[config.mk]
export PLATFORM = sky130hd
export DESIGN_NAME = gpu_bg_block_transfer_flat
export DESIGN_NICKNAME = d
export VERILOG_FILES = /design/src/rtl/gpu_bg_pkg.sv /design/src/rtl/gpu_bg_block_transfer_if.sv /design/src/rtl/gpu_bg_beat_mux.sv /design/src/rtl/gpu_bg_block_transfer.sv /design/src/flat_wrapper.sv
export SDC_FILE = /design/constraint.sdc
export NUM_CORES = 1
export LEC_CHECK = 0
export ABC_AREA = 1
export BUFFER_PORTS_ARGS = -buffer_cell sky130_fd_sc_hd__clkbuf_2
export CORE_MARGIN = 2
export CORE_UTILIZATION = 25
export DETAILED_ROUTE_END_ITERATION = 8
export PLACE_DENSITY = 0.54
export SYNTH_ARGS = -nofsm -noshare
export SYNTH_HDL_FRONTEND = slang
export SYNTH_SLANG_ARGS = --single-unit
[constraint.sdc]
create_clock -name clk -period 2.45 [get_ports clk]
set_input_delay 0.3675 -clock clk [delete_from_list [all_inputs] [get_ports clk]]
set_output_delay 0.3675 -clock clk [all_outputs]
set_load 0.03 [all_outputs]
[src/rtl/gpu_bg_pkg.sv]
// Shared types and widths for the GPU BG block transfer engine.
package gpu_bg_pkg;

    localparam int unsigned BG_BLOCK_W = 256;
    localparam int unsigned BG_MASK_W  = 16;
    localparam int unsigned BG_ADR_W   = 15;
    localparam int unsigned MEM_BEAT_W = 64;
    localparam int unsigned MEM_BE_W   = 8;
    localparam int unsigned BEAT_IDX_W = 2;

    typedef enum logic [2:0] {
        IDLE,
        WR_CMD,
        WR_DATA,
        RD_CMD,
        RD_DATA
    } bg_xfer_state_t;

    // Contents of the SAVE holding slot.
    typedef struct packed {
        logic [BG_ADR_W-1:0]   adr;
        logic [BG_BLOCK_W-1:0] block;
        logic [BG_MASK_W-1:0]  mask;
    } bg_save_t;

endpackage

[src/rtl/gpu_bg_block_transfer_if.sv]
// Memory-side command / write-data / read-data bundle of the BG block transfer engine.
interface gpu_bg_block_transfer_if;
    import gpu_bg_pkg::*;

    logic                  o_cmdValid;
    logic                  i_cmdReady;
    logic                  o_cmdWrite;
    logic [BG_ADR_W-1:0]   o_cmdAdr;
    logic                  o_wrValid;
    logic                  i_wrReady;
    logic [MEM_BEAT_W-1:0] o_wrData;
    logic [MEM_BE_W-1:0]   o_wrBE;
    logic                  i_rdValid;
    logic [MEM_BEAT_W-1:0] i_rdData;

    modport master (
        output o_cmdValid, o_cmdWrite, o_cmdAdr, o_wrValid, o_wrData, o_wrBE,
        input  i_cmdReady, i_wrReady, i_rdValid, i_rdData
    );

    modport slave (
        input  o_cmdValid, o_cmdWrite, o_cmdAdr, o_wrValid, o_wrData, o_wrBE,
        output i_cmdReady, i_wrReady, i_rdValid, i_rdData
    );

endinterface

[src/rtl/gpu_bg_beat_mux.sv]
// Selects one 64-bit memory beat and its byte enables from a 16-pixel block and pixel mask.
module gpu_bg_beat_mux
    import gpu_bg_pkg::*;
(
    input  logic [BG_BLOCK_W-1:0] block_i,
    input  logic [BG_MASK_W-1:0]  mask_i,
    input  logic [BEAT_IDX_W-1:0] beat_i,
    output logic [MEM_BEAT_W-1:0] data_o,
    output logic [MEM_BE_W-1:0]   be_o
);

    logic [3:0] pix_en;

    // Each pixel is two bytes, so every mask bit drives a byte-enable pair.
    always_comb begin
        data_o = block_i[{beat_i, 6'd0} +: MEM_BEAT_W];
        pix_en = mask_i[{beat_i, 2'd0} +: 4];
        be_o   = {{2{pix_en[3]}}, {2{pix_en[2]}}, {2{pix_en[1]}}, {2{pix_en[0]}}};
    end

endmodule

[src/rtl/gpu_bg_block_transfer.sv]
// Writes exported BG blocks back to memory and fetches the next block for the pixel backend;
// saves are always drained before loads so a reload observes the freshly written data.
module gpu_bg_block_transfer
    import gpu_bg_pkg::*;
#(
    parameter bit          SKIP_EMPTY_SAVE = 1'b1,
    parameter int unsigned BEATS           = 4
) (
    input  logic                  clk,
    input  logic                  i_rst,
    input  logic                  i_saveReq,
    input  logic [BG_ADR_W-1:0]   i_saveAdr,
    input  logic [BG_BLOCK_W-1:0] i_saveBlock,
    input  logic [BG_MASK_W-1:0]  i_saveMask,
    input  logic                  i_loadReq,
    input  logic [BG_ADR_W-1:0]   i_loadAdr,
    output logic                  o_busy,
    output logic                  o_importValid,
    output logic [BG_BLOCK_W-1:0] o_importBlock,
    output logic                  o_overflow,
    gpu_bg_block_transfer_if.master mem
);

    localparam logic [BEAT_IDX_W-1:0] LAST_BEAT = BEAT_IDX_W'(BEATS - 1);

    bg_xfer_state_t        state_q, state_d;
    logic [BEAT_IDX_W-1:0] beat_q, beat_d;
    bg_save_t              save_q, save_d;
    logic                  save_full_q, save_full_d;
    logic [BG_ADR_W-1:0]   load_adr_q, load_adr_d;
    logic                  load_full_q, load_full_d;
    logic                  overflow_q, overflow_d;
    logic [BG_BLOCK_W-1:0] import_block_q, import_block_d;
    logic                  import_valid_q, import_valid_d;
    logic                  cmd_valid_q, cmd_valid_d;
    logic                  cmd_write_q, cmd_write_d;
    logic [BG_ADR_W-1:0]   cmd_adr_q, cmd_adr_d;
    logic                  wr_valid_q, wr_valid_d;
    logic [MEM_BEAT_W-1:0] wr_data_q, wr_data_d;
    logic [MEM_BE_W-1:0]   wr_be_q, wr_be_d;
    logic                  save_clr, load_clr;
    logic [MEM_BEAT_W-1:0] mux_data;
    logic [MEM_BE_W-1:0]   mux_be;

    gpu_bg_beat_mux u_beat_mux (
        .block_i (save_q.block),
        .mask_i  (save_q.mask),
        .beat_i  (beat_d),
        .data_o  (mux_data),
        .be_o    (mux_be)
    );

    always_ff @(posedge clk) begin
        if (i_rst) begin
            state_q        <= IDLE;
            beat_q         <= '0;
            save_q         <= '0;
            save_full_q    <= 1'b0;
            load_adr_q     <= '0;
            load_full_q    <= 1'b0;
            overflow_q     <= 1'b0;
            import_block_q <= '0;
            import_valid_q <= 1'b0;
            cmd_valid_q    <= 1'b0;
            cmd_write_q    <= 1'b0;
            cmd_adr_q      <= '0;
            wr_valid_q     <= 1'b0;
            wr_data_q      <= '0;
            wr_be_q        <= '0;
        end else begin
            state_q        <= state_d;
            beat_q         <= beat_d;
            save_q         <= save_d;
            save_full_q    <= save_full_d;
            load_adr_q     <= load_adr_d;
            load_full_q    <= load_full_d;
            overflow_q     <= overflow_d;
            import_block_q <= import_block_d;
            import_valid_q <= import_valid_d;
            cmd_valid_q    <= cmd_valid_d;
            cmd_write_q    <= cmd_write_d;
            cmd_adr_q      <= cmd_adr_d;
            wr_valid_q     <= wr_valid_d;
            wr_data_q      <= wr_data_d;
            wr_be_q        <= wr_be_d;
        end
    end

    // Transfer sequencing and holding-slot bookkeeping.
    always_comb begin
        state_d        = state_q;
        beat_d         = beat_q;
        save_d         = save_q;
        save_full_d    = save_full_q;
        load_adr_d     = load_adr_q;
        load_full_d    = load_full_q;
        overflow_d     = overflow_q;
        import_block_d = import_block_q;
        import_valid_d = 1'b0;
        save_clr       = 1'b0;
        load_clr       = 1'b0;

        unique case (state_q)
            IDLE: begin
                if (save_full_q && ((|save_q.mask) || !SKIP_EMPTY_SAVE)) begin
                    state_d = WR_CMD;
                end else if (save_full_q) begin
                    save_clr = 1'b1;
                end else if (load_full_q) begin
                    state_d = RD_CMD;
                end
            end
            WR_CMD: begin
                if (mem.i_cmdReady) begin
                    state_d = WR_DATA;
                    beat_d  = '0;
                end
            end
            WR_DATA: begin
                if (mem.i_wrReady) begin
                    if (beat_q == LAST_BEAT) begin
                        state_d  = IDLE;
                        save_clr = 1'b1;
                    end else begin
                        beat_d = BEAT_IDX_W'(beat_q + 1'b1);
                    end
                end
            end
            RD_CMD: begin
                if (mem.i_cmdReady) begin
                    state_d = RD_DATA;
                    beat_d  = '0;
                end
            end
            RD_DATA: begin
                if (mem.i_rdValid) begin
                    import_block_d[{beat_q, 6'd0} +: MEM_BEAT_W] = mem.i_rdData;
                    if (beat_q == LAST_BEAT) begin
                        state_d        = IDLE;
                        load_clr       = 1'b1;
                        import_valid_d = 1'b1;
                    end else begin
                        beat_d = BEAT_IDX_W'(beat_q + 1'b1);
                    end
                end
            end
            default: state_d = IDLE;
        endcase

        if (save_clr) save_full_d = 1'b0;
        if (load_clr) load_full_d = 1'b0;

        // A request that finds its slot still occupied (even one clearing now) is lost.
        if (i_saveReq) begin
            if (save_full_q) begin
                overflow_d = 1'b1;
            end else begin
                save_d      = '{adr: i_saveAdr, block: i_saveBlock, mask: i_saveMask};
                save_full_d = 1'b1;
            end
        end
        if (i_loadReq) begin
            if (load_full_q) begin
                overflow_d = 1'b1;
            end else begin
                load_adr_d  = i_loadAdr;
                load_full_d = 1'b1;
            end
        end
    end

    // Memory-side outputs are registered from the next state so they hold steady until accepted.
    always_comb begin
        cmd_valid_d = (state_d == WR_CMD) || (state_d == RD_CMD);
        cmd_write_d = (state_d == WR_CMD);
        cmd_adr_d   = '0;
        if (state_d == WR_CMD) cmd_adr_d = save_q.adr;
        if (state_d == RD_CMD) cmd_adr_d = load_adr_q;
        wr_valid_d  = (state_d == WR_DATA);
        wr_data_d   = wr_valid_d ? mux_data : '0;
        wr_be_d     = wr_valid_d ? mux_be : '0;
    end

    assign o_busy          = (state_q != IDLE) | save_full_q | load_full_q | i_saveReq | i_loadReq;
    assign o_importValid   = import_valid_q;
    assign o_importBlock   = import_block_q;
    assign o_overflow      = overflow_q;
    assign mem.o_cmdValid  = cmd_valid_q;
    assign mem.o_cmdWrite  = cmd_write_q;
    assign mem.o_cmdAdr    = cmd_adr_q;
    assign mem.o_wrValid   = wr_valid_q;
    assign mem.o_wrData    = wr_data_q;
    assign mem.o_wrBE      = wr_be_q;

endmodule

[src/flat_wrapper.sv]
// flat-port wrapper written by rule: the top's interface ports become plain ports
module gpu_bg_block_transfer_flat import gpu_bg_pkg::*;
#(
    parameter bit          SKIP_EMPTY_SAVE = 1'b1,
    parameter int unsigned BEATS           = 4
)
  (clk, i_rst, i_saveReq, i_saveAdr, i_saveBlock, i_saveMask, i_loadReq, i_loadAdr, o_busy, o_importValid, o_importBlock, o_overflow, mem_o_cmdValid, mem_o_cmdWrite, mem_o_cmdAdr, mem_o_wrValid, mem_o_wrData, mem_o_wrBE, mem_i_cmdReady, mem_i_wrReady, mem_i_rdValid, mem_i_rdData);
  gpu_bg_block_transfer_if mem_i ();
  input  logic clk;
  input  logic i_rst;
  input  logic i_saveReq;
  input  logic [BG_ADR_W-1:0] i_saveAdr;
  input  logic [BG_BLOCK_W-1:0] i_saveBlock;
  input  logic [BG_MASK_W-1:0] i_saveMask;
  input  logic i_loadReq;
  input  logic [BG_ADR_W-1:0] i_loadAdr;
  output logic o_busy;
  output logic o_importValid;
  output logic [BG_BLOCK_W-1:0] o_importBlock;
  output logic o_overflow;
  output wire logic [$bits(mem_i.o_cmdValid)-1:0] mem_o_cmdValid;
  output wire logic [$bits(mem_i.o_cmdWrite)-1:0] mem_o_cmdWrite;
  output wire logic [$bits(mem_i.o_cmdAdr)-1:0] mem_o_cmdAdr;
  output wire logic [$bits(mem_i.o_wrValid)-1:0] mem_o_wrValid;
  output wire logic [$bits(mem_i.o_wrData)-1:0] mem_o_wrData;
  output wire logic [$bits(mem_i.o_wrBE)-1:0] mem_o_wrBE;
  input wire logic [$bits(mem_i.i_cmdReady)-1:0] mem_i_cmdReady;
  input wire logic [$bits(mem_i.i_wrReady)-1:0] mem_i_wrReady;
  input wire logic [$bits(mem_i.i_rdValid)-1:0] mem_i_rdValid;
  input wire logic [$bits(mem_i.i_rdData)-1:0] mem_i_rdData;
  assign mem_o_cmdValid = mem_i.o_cmdValid;
  assign mem_o_cmdWrite = mem_i.o_cmdWrite;
  assign mem_o_cmdAdr = mem_i.o_cmdAdr;
  assign mem_o_wrValid = mem_i.o_wrValid;
  assign mem_o_wrData = mem_i.o_wrData;
  assign mem_o_wrBE = mem_i.o_wrBE;
  assign mem_i.i_cmdReady = mem_i_cmdReady;
  assign mem_i.i_wrReady = mem_i_wrReady;
  assign mem_i.i_rdValid = mem_i_rdValid;
  assign mem_i.i_rdData = mem_i_rdData;
  gpu_bg_block_transfer #(.SKIP_EMPTY_SAVE(SKIP_EMPTY_SAVE), .BEATS(BEATS)) u_core (.clk(clk), .i_rst(i_rst), .i_saveReq(i_saveReq), .i_saveAdr(i_saveAdr), .i_saveBlock(i_saveBlock), .i_saveMask(i_saveMask), .i_loadReq(i_loadReq), .i_loadAdr(i_loadAdr), .o_busy(o_busy), .o_importValid(o_importValid), .o_importBlock(o_importBlock), .o_overflow(o_overflow), .mem(mem_i));
endmodule
* After elaboration in Yosys (flattened, before gate mapping)
Index checks and enable logic that the tools add are counted.
W data, S select, Z words.
** Word-level totals
- Input bits :: 373
- Register bits after elaboration :: 656
- Logic and storage cells :: 82
** Operators by class
- Shift operators :: 4
- Eq/ne operators :: 8
- Bitwise operators :: 7
- Multiplexer cells :: 34
- Reduce and logical (&&, ||, !) cells :: 10
- $add $sub $neg :: 2
** Operator list (count)
- $bwmux W256 :: 1
- $shift A64 B10 Y256 const A :: 1
- $shiftx A256 B9 Y64 :: 1
- $shiftx A64 B10 Y256 :: 1
- $mux W15 :: 2
- $mux W3 :: 8
- $mux W1 :: 16
- $reduce_or A16 Y1 :: 1
- $shiftx A16 B5 Y4 :: 1
- $pmux W3 S5 :: 1
- $eq A3 B2 Y1 const B :: 4
- $neg A8 Y10 :: 1
- $mux W2 :: 4
- $eq A3 B1 Y1 const B :: 2
- $pmux W2 S3 :: 1
- $reduce_and A2 Y1 :: 3
- $or A1 B1 Y1 :: 4
- $reduce_or A2 Y1 :: 2
- $eq A3 B3 Y1 const B :: 1
- $logic_not A3 Y1 :: 1
- $not A1 Y1 :: 3
- $reduce_bool A3 Y1 :: 1
- $add A2 B1 Y2 const B :: 1
- $eq A2 B2 Y1 const B :: 1
- other kinds (3) :: 3

* Longest topological paths before layout
- Depth after elaboration :: 7
- Mapped depth :: 13
- Depth with buffers taken out :: 11

* Modules after synthesis
Synthesis repeated with hierarchy kept, for this count alone.
** Second synthesis, totals
- Cell total of the unflattened synthesis :: 3704
- Area, all modules :: 26480.4 um2
** By module, submodules not included
- gpu_bg_block_transfer :: cells an instance 2906, area an instance 23229.8 um2, instances 1, seq. area each 13152.6 um2
- gpu_bg_beat_mux :: cells an instance 798, area an instance 3250.6 um2, instances 1, seq. area each 0.0 um2

* Worst setup path after synthesis
No wires, ideal clock.
- Path kind :: reg2reg
- Start point :: register u_core.beat_q[0]
- End point :: register u_core.import_block_q[252], in the netlist u_core.o_importBlock[252]
- Path buffers :: 3
- Arrival :: 1985 ps
- Stages on the path, launching flop included :: 10
- Slack :: 394 ps
- Setup time :: 71 ps
- Path through :: dfxtp_1 -> inv_1 -> ha_1 -> buf_2 -> inv_2 -> buf_4 -> clkbuf_1 -> nand3_1 -> or3_1 -> a21oi_1
** Between the ends
- Longest elaborated chain between the ends :: 3
- Elaborated cells on any way between the ends :: 4
- Those cells by class :: add/sub (1); shift (2); mux (1)
** RTL lines
- start: declaration :: line gpu_bg_block_transfer.sv:27 : logic [BEAT_IDX_W-1:0] beat_q, beat_d;
- start signal: assignment :: line gpu_bg_block_transfer.sv:72 : beat_q <= beat_d;
- $neg A8 Y10 * :: line gpu_bg_block_transfer.sv:137 : import_block_d[{beat_q, 6'd0} +: MEM_BEAT_W] = mem.i_rdData;
- $shiftx A64 B10 Y256 or $shift A64 B10 Y256 (tied branches) :: line gpu_bg_block_transfer.sv:137
- $bwmux W256 * :: line gpu_bg_block_transfer.sv:137
- end signal: assignment :: line gpu_bg_block_transfer.sv:78 : import_block_q <= import_block_d;
- end: declaration :: line gpu_bg_block_transfer.sv:33 : logic [BG_BLOCK_W-1:0] import_block_q, import_block_d;
Mark *: on every way between the ends. The rest lies on a longest branch, timed or not.
A chain may end at the register's enable or synchronous reset.

* Worst setup path after layout
- Start point :: register u_core.beat_q[1]
- End point :: register u_core.wr_data_q[1], in the netlist u_core.mem.o_wrData[1]
** Between the ends
- Longest elaborated chain between the ends :: 7
- Elaborated cells on any way between the ends :: 15
- Those cells by class :: add/sub (1); eq/ne (2); shift (1); mux (9); bitwise (1); reduce/logical (1)
** RTL lines
- parallel branches: the longest is 7 deep, another holds $add A2 B1 Y2
- end signal: assignment :: line gpu_bg_block_transfer.sv:84 : wr_data_q <= wr_data_d;
- end: declaration :: line gpu_bg_block_transfer.sv:39 : logic [MEM_BEAT_W-1:0] wr_data_q, wr_data_d;
Parallel ways; which one is timed is not known.

==> flow_summary.ini <==
[timing]
min_period_ns = 2.22
setup-violations-final = 0
relSlewSlack = 0.406
finClkSkew_ns = 0.0288
slew_violations = 0
clock.fmax_mhz = 450
hold_violations = 0
finalCritPeriodShare = 0.906
worstMarginPinSlew_ns = 0.891
fin_setup_tns_ns = 0
setup_ws_ns = 0.229
rsz0062_at_grt = false

[yosys]
ys_warn_count = 0
synth_cell_types = 29
ys_ff_latch = 653
synth_seq_area_share = 0.498
avgSynthCellArea_um2 = 7.63
syn_area_um2 = 26300
synth_fp_nets = 3825
syn_inst = 3445

[routing]
wire_per_inst_um = 19.3
wl_met1_mm = 46.1
firstDrtPassIters = 5
avgViaCountPerCell = 4.72
drtIter0Drc = 1793
top_layer = met5
wl_met3_mm = 6.88
finalWirelength_mm = 109
postRouteAntennaNets = 0
drc = 0
met2_length_mm = 50.9
vias = 26500

[setup_path]
critPathTopFamily = buffers and inverters
crit_path_end_kind = flop
arrival_ns = 2.74
worstSetupPathType = flop to flop
path_buf_inv = 2
worst_setup_path_start_kind = flop
startpoint = u_core.beat_q[1]
r2r_start = u_core.beat_q[1]
slowest_delay_ns = 0.60
crit_slowest_cell = buf_4
required_ns = 2.97
crit_chain = inv_1 -> ha_1 -> nand2_1 -> o21ai_0 -> nor2_1 -> nor2_1 -> nand3_4 -> buf_4 -> nand3_1 -> nand3_1 -> a21oi_1
crit_path_max_fanout = 65

[run]
cap_violations = 0

[global_routing]
antenna_found_initial = 13
grt_pass1_wl_mm = 159
first_global_vias = 24800
grt_use_total = 0.192
grt.overflow.total = 0
grt_max_degree = 174

[power_and_ir_drop]
pwr-share-clk = 0.363
p_switching_mw = 11.0
leakage_nw = 15.0
ir_worst_vdd_mv = 0.682
p_sw_frac = 0.353
power_density_nw_per_um2 = 880
p_int_mw = 20.2
comb_power_share = 0.270
pwr-share-seq = 0.367

[layout]
utilization = 0.342
final_area_um2 = 35500
drive_above_1_share = 0.228
nFillCells = 11100
layout_commonest_cell = clkbuf_2
layout_common_cells = clkbuf_2, dfxtp_1, a21oi_1
nets = 4567
syn2layout_area_growth_pct = 35.2

[die]
io_pins = 722
initial_utilization = 0.253
fp.dieW_um = 328
die_area_um2 = 108000
die-height_um = 328
rows = 118
core-area_um2 = 104000

[clocking]
clkLatencyLatePin_ns = 0.65
clock-root-buffer = clkbuf_16
clockBufferDepth = 3
clk_pin_slew_ns = 0.07
cts_tree = yes
cts_inserted_buffers = 76
numClockSinks = 653
htreeDepth = 3
cts_resized = 0

[place]
place_ws_ns = 0.276
dpl.hpwl_mm = 75.7
gp_congestion = 0.883
dpl_cell_area_um2 = 31200
place.port_buffers = 721

[status]
outcome = finished, final reports clean

[hold_path]
hold_class = primary input to flop
hold_start = i_saveBlock[91]
## final cells by class
type	instances	area (um^2)	area share
tap	1380	1730	0.0486
sequential	653	13100	0.368
inverter	329	1250	0.0352
clock inverter	19	185	0.00521
antenna	3	7.51	0.000211
clock buffer	118	2310	0.0651
timing repair buffer	976	6380	0.180
multi-input combinational	2151	10600	0.298
## metal layers
layer / up-vias / GRT usage
li1: 13000 / -
met1: 12400 / 0.245
met2: 900 / 0.315
met3: 207 / 0.0396
met4: 20 / 0.0809
met5: - / 0
## per-stage QoR
step	hold slack, ns	power [mW]	std cells
after global routing	0.0140	32.8	5628
after floorplan	0.430	16.7	3445
after detailed placement	0.442	19.9	5309
final	0.0250	31.3	5629
after global placement	0.437	19.9	5309
after CTS	0.00000999	31.7	5626
## sequential cells by signal, indices dropped and copies added (netlist names), 2 cells and up
name,flops
u_core.state_q,3
u_core.mem.o_cmdAdr,15
u_core.beat_q,2
u_core.o_importBlock,256
u_core.load_adr_q,15
u_core.mem.o_wrData,64
u_core.save_q,287
u_core.mem.o_wrBE,4
## cell families (layout without fill, tap and decap cells)
| family | count (synthesis) | after routing | share of synthesized area |
|---|---|---|---|
| flip-flops | 653 | 653 | 0.498 |
| buffers and inverters | 641 | 1442 | 0.102 |
| adder cells (fa/ha/maj) | 7 | 7 | 0.00333 |
| other | 0 | 3 | 0 |
| AO/OA/AOI/OAI | 911 | 911 | 0.175 |
| AND/OR/NAND/NOR | 1233 | 1233 | 0.222 |
## timing repair
item | CTS | global route
setup buffers | 0 | 0
hold buffers | 180 | 0
endpoints found under the hold margin | 180 | 0
## Yosys cell counts (all sizes together)
cell / count / area [um^2]
dfxtp: 653 / 13100
a21oi: 601 / 3040
nand2: 436 / 1660
nand3: 398 / 2050
inv: 329 / 1240
o21ai: 307 / 1540
clkbuf: 207 / 777
or3: 158 / 988
nor2: 118 / 448
buf: 105 / 669
nor3: 72 / 365
nand4: 48 / 300
ha: 7 / 87.6
nand3b: 2 / 15.0
a311oi: 1 / 8.76
o211ai: 1 / 7.51
o311ai: 1 / 8.76
or2: 1 / 6.26
## power groups by stage
stage | clock network [mW] | logic [mW] | registers (mW)
after global routing | 12.1 | 9.22 | 11.5
after CTS | 11.7 | 8.51 | 11.5
after floorplan | 0 | 4.75 | 12.0
after detailed placement | 0 | 8.24 | 11.7
final | 11.4 | 8.44 | 11.5
after global placement | 0 | 8.21 | 11.7
## worst paths after layout
| path | endpoint | slack (ns) | cells past startpoint |
|---|---|---|---|
| min | u_core.save_q[107] | 0.03 | 3 |
| max | u_core.mem.o_wrData[1] | 0.23 | 11 |
| min reg2reg | u_core.save_q[180] | 0.45 | 2 |
| max reg2reg | u_core.mem.o_wrData[1] | 0.23 | 11 |
## tightest hold or removal path, cell delays in order
cell	delay (ns)
clkbuf_2	0.09
o21ai_0	0.07
a21oi_1	0.11
Power figures use the tool's default switching activity.
